===== config.mk =====
export PLATFORM = sky130hd
export DESIGN_NAME = memory_arbiter_flat
export DESIGN_NICKNAME = d
export VERILOG_FILES = /design/src/rtl/memory_arbiter_if.sv /design/src/rtl/memory_arbiter.sv /design/src/flat_wrapper.sv
export SDC_FILE = /design/constraint.sdc
export NUM_CORES = 1
export LEC_CHECK = 0
export ABC_AREA = 0
export ABC_CLOCK_PERIOD_IN_PS = 1960
export CORE_AREA = 2 2 123 125
export CTS_CLUSTER_DIAMETER = 150
export DETAILED_ROUTE_END_ITERATION = 12
export DIE_AREA = 0 0 125 127
export PLACE_DENSITY = 0.53
export SYNTH_ARGS = -nofsm -noshare
export SYNTH_HDL_FRONTEND = slang
export SYNTH_SLANG_ARGS = --single-unit

===== constraint.sdc =====
create_clock -name clk -period 1.96 [get_ports clk]
set_input_delay 0.196 -clock clk [delete_from_list [all_inputs] [get_ports clk]]
set_output_delay 0.196 -clock clk [all_outputs]
set_load 0.01 [all_outputs]

===== src/rtl/memory_arbiter_if.sv =====
// Bundle of the two requester ports and the memory-side port of the arbiter.
// slave: arbiter view. master: environment view (requesters plus memory adapter).
interface memory_arbiter_if #(
    parameter int ADDR_WIDTH = 32,
    parameter int DATA_WIDTH = 32
);
    // Port 0: core controller
    logic                  m0_enable;
    logic                  m0_command;
    logic [ADDR_WIDTH-1:0] m0_address;
    logic [DATA_WIDTH-1:0] m0_write_data;
    logic [3:0]            m0_byte_enable;
    logic                  m0_ready;
    logic                  m0_valid;
    logic                  m0_error;
    logic [DATA_WIDTH-1:0] m0_read_data;

    // Port 1: DMA / debug master
    logic                  m1_enable;
    logic                  m1_command;
    logic [ADDR_WIDTH-1:0] m1_address;
    logic [DATA_WIDTH-1:0] m1_write_data;
    logic [3:0]            m1_byte_enable;
    logic                  m1_ready;
    logic                  m1_valid;
    logic                  m1_error;
    logic [DATA_WIDTH-1:0] m1_read_data;

    // Memory side
    logic                  memory_ready;
    logic                  memory_valid;
    logic [DATA_WIDTH-1:0] memory_read_data;
    logic                  memory_enable;
    logic                  memory_command;
    logic [ADDR_WIDTH-1:0] memory_address;
    logic [DATA_WIDTH-1:0] memory_write_data;
    logic [3:0]            memory_byte_enable;

    modport slave (
        input  m0_enable, m0_command, m0_address, m0_write_data, m0_byte_enable,
        output m0_ready, m0_valid, m0_error, m0_read_data,
        input  m1_enable, m1_command, m1_address, m1_write_data, m1_byte_enable,
        output m1_ready, m1_valid, m1_error, m1_read_data,
        input  memory_ready, memory_valid, memory_read_data,
        output memory_enable, memory_command, memory_address, memory_write_data,
               memory_byte_enable
    );

    modport master (
        output m0_enable, m0_command, m0_address, m0_write_data, m0_byte_enable,
        input  m0_ready, m0_valid, m0_error, m0_read_data,
        output m1_enable, m1_command, m1_address, m1_write_data, m1_byte_enable,
        input  m1_ready, m1_valid, m1_error, m1_read_data,
        output memory_ready, memory_valid, memory_read_data,
        input  memory_enable, memory_command, memory_address, memory_write_data,
               memory_byte_enable
    );
endinterface


===== src/rtl/memory_arbiter.sv =====
// Two-port round-robin arbiter in front of a single memory port.
// One transaction outstanding at a time; a watchdog answers with an error
// response when memory never completes, then swallows the late completion.
module memory_arbiter #(
    parameter int ADDR_WIDTH     = 32,
    parameter int DATA_WIDTH     = 32,
    parameter int TIMEOUT_CYCLES = 16
) (
    input  logic                  clk,
    input  logic                  reset_n,
    memory_arbiter_if.slave       bus,
    output logic                  busy,
    output logic                  owner
);

    typedef enum logic [1:0] {
        IDLE  = 2'd0,
        BUSY  = 2'd1,
        DRAIN = 2'd2
    } state_t;

    localparam int CNT_W = (TIMEOUT_CYCLES > 0) ? $clog2(TIMEOUT_CYCLES + 1) : 1;
    // Timeout fires on the BUSY cycle whose increment would make the count
    // reach TIMEOUT_CYCLES, i.e. the TIMEOUT_CYCLES-th cycle after the grant.
    localparam logic [CNT_W-1:0] CNT_LAST =
        (TIMEOUT_CYCLES > 0) ? CNT_W'(TIMEOUT_CYCLES - 1) : '0;

    state_t           state;
    logic             turn;
    logic [CNT_W-1:0] cnt;

    logic offer;
    logic sel_enable;
    logic grant;
    logic timeout_hit;
    logic complete;

    // Ready depends only on state, turn and memory_ready (never on an enable),
    // so requesters may derive enable from ready without a loop. Reset gates it
    // so the ports are closed while reset_n is low.
    always_comb begin
        offer       = reset_n && (state == IDLE) && bus.memory_ready;
        sel_enable  = turn ? bus.m1_enable : bus.m0_enable;
        grant       = offer && sel_enable;
        timeout_hit = (TIMEOUT_CYCLES != 0) && (cnt == CNT_LAST);
        complete    = (state == BUSY) && (bus.memory_valid || timeout_hit);
    end

    assign bus.m0_ready = offer && !turn;
    assign bus.m1_ready = offer && turn;

    // Request fields follow the port that currently holds the turn.
    assign bus.memory_enable      = grant;
    assign bus.memory_command     = turn ? bus.m1_command     : bus.m0_command;
    assign bus.memory_address     = turn ? bus.m1_address     : bus.m0_address;
    assign bus.memory_write_data  = turn ? bus.m1_write_data  : bus.m0_write_data;
    assign bus.memory_byte_enable = turn ? bus.m1_byte_enable : bus.m0_byte_enable;

    // Completion passes straight through to the owner; a real completion in the
    // timeout cycle wins, so error is only raised without memory_valid.
    always_comb begin
        bus.m0_valid     = complete && !owner;
        bus.m1_valid     = complete && owner;
        bus.m0_error     = bus.m0_valid && !bus.memory_valid;
        bus.m1_error     = bus.m1_valid && !bus.memory_valid;
        bus.m0_read_data = (bus.m0_valid && bus.memory_valid) ? bus.memory_read_data : '0;
        bus.m1_read_data = (bus.m1_valid && bus.memory_valid) ? bus.memory_read_data : '0;
    end

    assign busy = (state != IDLE);

    // Arbitration FSM: poll/grant in IDLE, wait or time out in BUSY, and absorb
    // the one late completion in DRAIN before handing the turn over.
    always_ff @(posedge clk or negedge reset_n) begin
        if (!reset_n) begin
            state <= IDLE;
            turn  <= 1'b0;
            owner <= 1'b0;
            cnt   <= '0;
        end else begin
            case (state)
                IDLE: begin
                    if (grant) begin
                        owner <= turn;
                        cnt   <= '0;
                        state <= BUSY;
                    end else if (bus.memory_ready) begin
                        turn <= ~turn;
                    end
                end
                BUSY: begin
                    cnt <= cnt + 1'b1;
                    if (bus.memory_valid) begin
                        turn  <= ~owner;
                        state <= IDLE;
                    end else if (timeout_hit) begin
                        state <= DRAIN;
                    end
                end
                DRAIN: begin
                    if (bus.memory_valid) begin
                        turn  <= ~owner;
                        state <= IDLE;
                    end
                end
                default: state <= IDLE;
            endcase
        end
    end

endmodule


===== src/flat_wrapper.sv =====
// flat-port wrapper written by rule: the top's interface ports become plain ports
module memory_arbiter_flat 
#(
    parameter int ADDR_WIDTH     = 32,
    parameter int DATA_WIDTH     = 32,
    parameter int TIMEOUT_CYCLES = 16
)
  (clk, reset_n, busy, owner, bus_m0_enable, bus_m0_command, bus_m0_address, bus_m0_write_data, bus_m0_byte_enable, bus_m0_ready, bus_m0_valid, bus_m0_error, bus_m0_read_data, bus_m1_enable, bus_m1_command, bus_m1_address, bus_m1_write_data, bus_m1_byte_enable, bus_m1_ready, bus_m1_valid, bus_m1_error, bus_m1_read_data, bus_memory_ready, bus_memory_valid, bus_memory_read_data, bus_memory_enable, bus_memory_command, bus_memory_address, bus_memory_write_data, bus_memory_byte_enable);
  memory_arbiter_if #(.ADDR_WIDTH(ADDR_WIDTH), .DATA_WIDTH(DATA_WIDTH)) bus_i ();
  input  logic clk;
  input  logic reset_n;
  output logic busy;
  output logic owner;
  input wire logic [$bits(bus_i.m0_enable)-1:0] bus_m0_enable;
  input wire logic [$bits(bus_i.m0_command)-1:0] bus_m0_command;
  input wire logic [$bits(bus_i.m0_address)-1:0] bus_m0_address;
  input wire logic [$bits(bus_i.m0_write_data)-1:0] bus_m0_write_data;
  input wire logic [$bits(bus_i.m0_byte_enable)-1:0] bus_m0_byte_enable;
  output wire logic [$bits(bus_i.m0_ready)-1:0] bus_m0_ready;
  output wire logic [$bits(bus_i.m0_valid)-1:0] bus_m0_valid;
  output wire logic [$bits(bus_i.m0_error)-1:0] bus_m0_error;
  output wire logic [$bits(bus_i.m0_read_data)-1:0] bus_m0_read_data;
  input wire logic [$bits(bus_i.m1_enable)-1:0] bus_m1_enable;
  input wire logic [$bits(bus_i.m1_command)-1:0] bus_m1_command;
  input wire logic [$bits(bus_i.m1_address)-1:0] bus_m1_address;
  input wire logic [$bits(bus_i.m1_write_data)-1:0] bus_m1_write_data;
  input wire logic [$bits(bus_i.m1_byte_enable)-1:0] bus_m1_byte_enable;
  output wire logic [$bits(bus_i.m1_ready)-1:0] bus_m1_ready;
  output wire logic [$bits(bus_i.m1_valid)-1:0] bus_m1_valid;
  output wire logic [$bits(bus_i.m1_error)-1:0] bus_m1_error;
  output wire logic [$bits(bus_i.m1_read_data)-1:0] bus_m1_read_data;
  input wire logic [$bits(bus_i.memory_ready)-1:0] bus_memory_ready;
  input wire logic [$bits(bus_i.memory_valid)-1:0] bus_memory_valid;
  input wire logic [$bits(bus_i.memory_read_data)-1:0] bus_memory_read_data;
  output wire logic [$bits(bus_i.memory_enable)-1:0] bus_memory_enable;
  output wire logic [$bits(bus_i.memory_command)-1:0] bus_memory_command;
  output wire logic [$bits(bus_i.memory_address)-1:0] bus_memory_address;
  output wire logic [$bits(bus_i.memory_write_data)-1:0] bus_memory_write_data;
  output wire logic [$bits(bus_i.memory_byte_enable)-1:0] bus_memory_byte_enable;
  assign bus_i.m0_enable = bus_m0_enable;
  assign bus_i.m0_command = bus_m0_command;
  assign bus_i.m0_address = bus_m0_address;
  assign bus_i.m0_write_data = bus_m0_write_data;
  assign bus_i.m0_byte_enable = bus_m0_byte_enable;
  assign bus_m0_ready = bus_i.m0_ready;
  assign bus_m0_valid = bus_i.m0_valid;
  assign bus_m0_error = bus_i.m0_error;
  assign bus_m0_read_data = bus_i.m0_read_data;
  assign bus_i.m1_enable = bus_m1_enable;
  assign bus_i.m1_command = bus_m1_command;
  assign bus_i.m1_address = bus_m1_address;
  assign bus_i.m1_write_data = bus_m1_write_data;
  assign bus_i.m1_byte_enable = bus_m1_byte_enable;
  assign bus_m1_ready = bus_i.m1_ready;
  assign bus_m1_valid = bus_i.m1_valid;
  assign bus_m1_error = bus_i.m1_error;
  assign bus_m1_read_data = bus_i.m1_read_data;
  assign bus_i.memory_ready = bus_memory_ready;
  assign bus_i.memory_valid = bus_memory_valid;
  assign bus_i.memory_read_data = bus_memory_read_data;
  assign bus_memory_enable = bus_i.memory_enable;
  assign bus_memory_command = bus_i.memory_command;
  assign bus_memory_address = bus_i.memory_address;
  assign bus_memory_write_data = bus_i.memory_write_data;
  assign bus_memory_byte_enable = bus_i.memory_byte_enable;
  memory_arbiter #(.ADDR_WIDTH(ADDR_WIDTH), .DATA_WIDTH(DATA_WIDTH), .TIMEOUT_CYCLES(TIMEOUT_CYCLES)) u_core (.clk(clk), .reset_n(reset_n), .bus(bus_i), .busy(busy), .owner(owner));
endmodule

# Yosys cells after proc, flatten, opt, wreduce, memory -nomap -nowiden
# Index checks and enable logic that the tools add are counted.
# totals
ff_bits	9
out_inout_bits	142
elab_cells	59
# classes
addsub	1
eq_ne	9
muxes	18
n_bitwise	2
reduce_logical	25
# op_table
op	n
$mux 32	4
$logic_and 1x1->1	12
$pmux 5 s2	1
$mux 2	4
$ne 2x2->1 const B	4
$pmux 2 s3	1
$reduce_bool 2->1	3
$add 5x1->5 const B	1
$eq 5x4->1 const B	1
$mux 1	5
$mux 5	1
$mux 4	1
$reduce_and 2->1	2
$reduce_and 4->1	1
$logic_not 1->1	3
$ne 3x2->1 const B	1
$reduce_and 3->1	1
$eq 2x1->1 const B	1
$eq 2x2->1 const B	1
$logic_not 2->1	1
$ne 2x1->1 const B	1
$not 1->1	2
$pmux 1 s2	1
$reduce_or 2->1	1
$logic_or 1x1->1	1

# Logic depth before layout (Yosys ltp)
# logic_depth
word_depth	6
mapped_depth	7
depth_no_buf	7

# Worst setup path before layout
# No wires, ideal clock.
# synth_path
path_type	flip-flop to flip-flop
startpoint	register u_core.cnt[0]
endpoint	register u_core.state[0]
setup_ns	0.125
arrival_ns	1.660
required_ns	1.835
setup_slack_ns	0.175
path_stages_with_launch	8
period_less_slack_ns	1.785
path_cell_list	dfrtp_1 -> ha_1 -> and3_1 -> ha_1 -> inv_1 -> a21oi_1 -> o21ai_0 -> mux2_2
# synth_via
elab_chain_cells	3
# synth_rtl
element	line_no	rtl
from (decl)	memory_arbiter.sv:30	logic [CNT_W-1:0] cnt;
from (signal assigned)	memory_arbiter.sv:92	cnt <= cnt + 1'b1;
$eq 5x4->1	memory_arbiter.sv:45	timeout_hit = (TIMEOUT_CYCLES != 0) && (cnt == CNT_LAST);
$ne 3x2->1 (no source line)	--	
$reduce_and 3->1 (no source line)	--	
to (signal assigned)	memory_arbiter.sv:76	state <= IDLE;
to (signal assigned)	memory_arbiter.sv:86	state <= BUSY;
to (signal assigned)	memory_arbiter.sv:95	state <= IDLE;
to (decl)	memory_arbiter.sv:28	state_t state;
# Every way passes these cells.
# A chain may end at the register's enable or synchronous reset.

# Final worst setup path
# layout_path
startpoint	register u_core.turn
endpoint	output bus_memory_address[25]
# layout_via
elab_chain_cells	1
# layout_rtl
element	line_no	rtl
from (decl)	memory_arbiter.sv:29	logic turn;
from (signal assigned)	memory_arbiter.sv:88	turn <= ~turn;
from (signal assigned)	memory_arbiter.sv:94	turn <= ~owner;
from (signal assigned)	memory_arbiter.sv:102	turn <= ~owner;
$mux 32	memory_arbiter.sv:55	assign bus.memory_address = turn ? bus.m1_address : bus.m0_address;
to (decl)	flat_wrapper.sv:37	output wire logic [$bits(bus_i.memory_address)-1:0] bus_memory_address;
# Every way passes these cells.

==> flow_summary.json <==
{
  "synth_warnings": 0,
  "grt.total_usage_pct": 16.1,
  "hold_class": "input pin to asynchronous set/reset pin",
  "area_delta_synth_final_pct": 202,
  "pin_count": 318,
  "fin_worst_skew_ps": 0.729,
  "cts_htree_levels": 1,
  "crit_required_ps": 1760,
  "first_pass_iters": 4,
  "rsz0062_at_grt": "no",
  "drc": 0,
  "finalCritPeriodShare_pct": 98.1,
  "start_util_pct": 12.9,
  "synth_seq_cells": 9,
  "diodes": 0,
  "worst_setup_path_end_kind": "primary output",
  "setup_violations": 0,
  "dieArea_mm2": 0.0159,
  "final_cells": 744,
  "routedWlPerCell_um": 19.0,
  "core_area_mm2": 0.0144,
  "crit_fanout": 10,
  "place_congestion": 0.911,
  "numCtsBuffers": 3,
  "vdd_drop_max_mv": 0.498,
  "relSlewSlack_pct": 82.8,
  "nFillCells": 1472,
  "die_y_um": 127,
  "dp_hpwl_um": 11700,
  "grt_overflow": 0,
  "dr_total_vias": 2952,
  "grt_pass1_wl_um": 19800,
  "die_w_um": 125,
  "viasPerCell": 3.97,
  "ys_seq_area_share_pct": 12.1,
  "power_density_mw_per_mm2": 844,
  "path_clk_slew_ps": 40,
  "cts_sinks": 9,
  "rows": 44,
  "critPathKind": "flop to primary output",
  "clk_latency_ps": 240,
  "placedCellCount": 724,
  "maxCapViolCount": 0,
  "final_nets": 743,
  "postLayoutCoreUtil_pct": 39.0,
  "hold_viol_final": 0,
  "grt_max_degree": 33,
  "worstPathArrival_ps": 1730,
  "drive_gt1_share_pct": 24.6,
  "synth.net_count": 401,
  "cts_tree": "yes",
  "clock_tree.buffer_depth": 2,
  "syn_inst": 219,
  "wirelength_um": 14100,
  "status": "completed",
  "worst_setup_path_start_kind": "flop",
  "fmax_ghz": 0.520,
  "p_leak_uw": 0.00302,
  "yosysUniqueCellTypes": 28,
  "drtIter0Drc": 64,
  "antenna_found_initial": 1,
  "numPortBuffers": 317,
  "cts_root_buffer": "clkbuf_16",
  "tightest_slew_ps": 260,
  "ant_nets": 0,
  "grt_pass1_vias": 2962,
  "final_max_slew_viol_count": 0,
  "post-route-min-period_ps": 1920,
  "syn_area_mm2": 0.00186,
  "synth.avg_cell_area_um2": 8.50
}
[stage by stage]
| stage | cell area, um^2 | power (uW) | setup slack, ps | hold slack (ps) | TNS, ps |
|---|---|---|---|---|---|
| final | 5620 | 4750 | 36.4 | 293 | 0 |
| after global routing | 5620 | 5070 | 0.739 | 343 | 0 |
| after CTS | 5520 | 4740 | -241 | 301 | -6720 |
| after detailed placement | 5410 | 4350 | -20.2 | 474 | -149 |
| after global placement | 5410 | 4320 | -5.81 | 473 | -11.5 |
| after floorplan | 1860 | 2130 | 175 | -99.6 | 0 |
[cell families (layout without fill, tap and decap cells)]
family          count (synthesis)  in the layout  share of synthesized area, %
buf+inv                        23            364                          5.04
compound gates                 15             15                          5.38
mux                            72             72                          43.5
flops                           9              9                          12.1
fa+ha+maj                       6              6                          4.03
simple gates                   94             94                          29.9
[registers in the layout (all words and copies together), names as in the netlist]
signal        count
u_core.owner      1
u_core.cnt        5
u_core.turn       1
u_core.state      2
[cells in the final DEF (no fill, tap or decap), types with 2 or more instances in the layout]
cell               n
buf_12             6
nand4b_1           2
nor2_1             6
ha_1               4
o21ai_1            3
a21oi_1            4
dlygate4sd2_1     88
and2_1            65
clkdlybuf4s15_1    5
nand2_1            7
dfrtp_1            8
clkbuf_16          5
ha_2               2
buf_4             25
clkbuf_2          16
inv_2              2
clkdlybuf4s50_1  176
mux2_2            71
and3_1             3
o211ai_1           2
nand3_1            4
inv_1              5
bufbuf_16          2
and3_4             2
dlymetal6s2s_1    31
[where the power goes]
part,internal (uW),switching (uW)
registers,275,66.1
logic,2360,1690
clock network,272,88.8
[metal layers]
layer  global-route usage (%)  share of wire, %
met2                     28.7                50
met4                     3.40               2.0
met1                     19.7                41
met5                        0             0.092
met3                     4.15               6.9
[timing repair]
| item | in CTS | in global routing |
|---|---|---|
| gates resized for setup | 120 | 74 |
| gates cloned | 2 | 2 |
| setup endpoints to repair | 139 | 75 |
| hold buffers | 0 | 0 |
| buffers inserted | 10 | 2 |
| pin swaps | 0 | 1 |
[synthesized netlist by cell type, drive strengths merged]
cell type / instances / area (um^2)
o2bb2ai: 1 / 8.76
nand2: 7 / 26.3
nor2: 7 / 26.3
mux2i: 1 / 10.0
nor2b: 1 / 6.26
clkbuf: 8 / 30.0
o41ai: 1 / 8.76
and3: 5 / 31.3
nand4b: 2 / 17.5
a21oi: 4 / 20.0
o211ai: 2 / 15.0
mux2: 71 / 800
buf: 8 / 37.5
o21ai: 4 / 20.0
o22ai: 1 / 6.26
ha: 6 / 75.1
dfrtp: 9 / 225
and3b: 1 / 8.76
nand3: 4 / 20.0
and2: 65 / 407
nand2b: 1 / 6.26
inv: 7 / 26.3
a32o: 1 / 10.0
nor3b: 1 / 7.51
a2111o: 1 / 11.3
[worst max-delay path, stage by stage (launching register included)]
cell and delay [ps]:
dfrtp_4 490, buf_6 150, buf_12 140, buf_4 150
mux2_2 280, dlygate4sd2_1 290
[worst paths after layout]
check,start,to,slack (ps),cells after the start
max reg2reg,u_core.turn,u_core.turn,150,7
max,u_core.turn,bus_memory_address[25],40,5
min,reset_n,u_core.cnt[2],290,2
min in group clk,u_core.cnt[4],u_core.cnt[4],490,1
max in group asynchronous,reset_n,u_core.turn,1510,2
min reg2reg,u_core.cnt[4],u_core.cnt[4],490,1
[cell type report]
| class | instances | area [um^2] | share of cell area (%) |
|---|---|---|---|
| inverters | 7 | 26.3 | 0.467 |
| well taps | 184 | 230 | 4.09 |
| repair buffers | 353 | 3490 | 62.0 |
| multi-input cells | 187 | 1570 | 27.9 |
| clock buffers | 4 | 78.8 | 1.40 |
| flip-flops and latches | 9 | 229 | 4.07 |
Power figures use the tool's default switching activity.
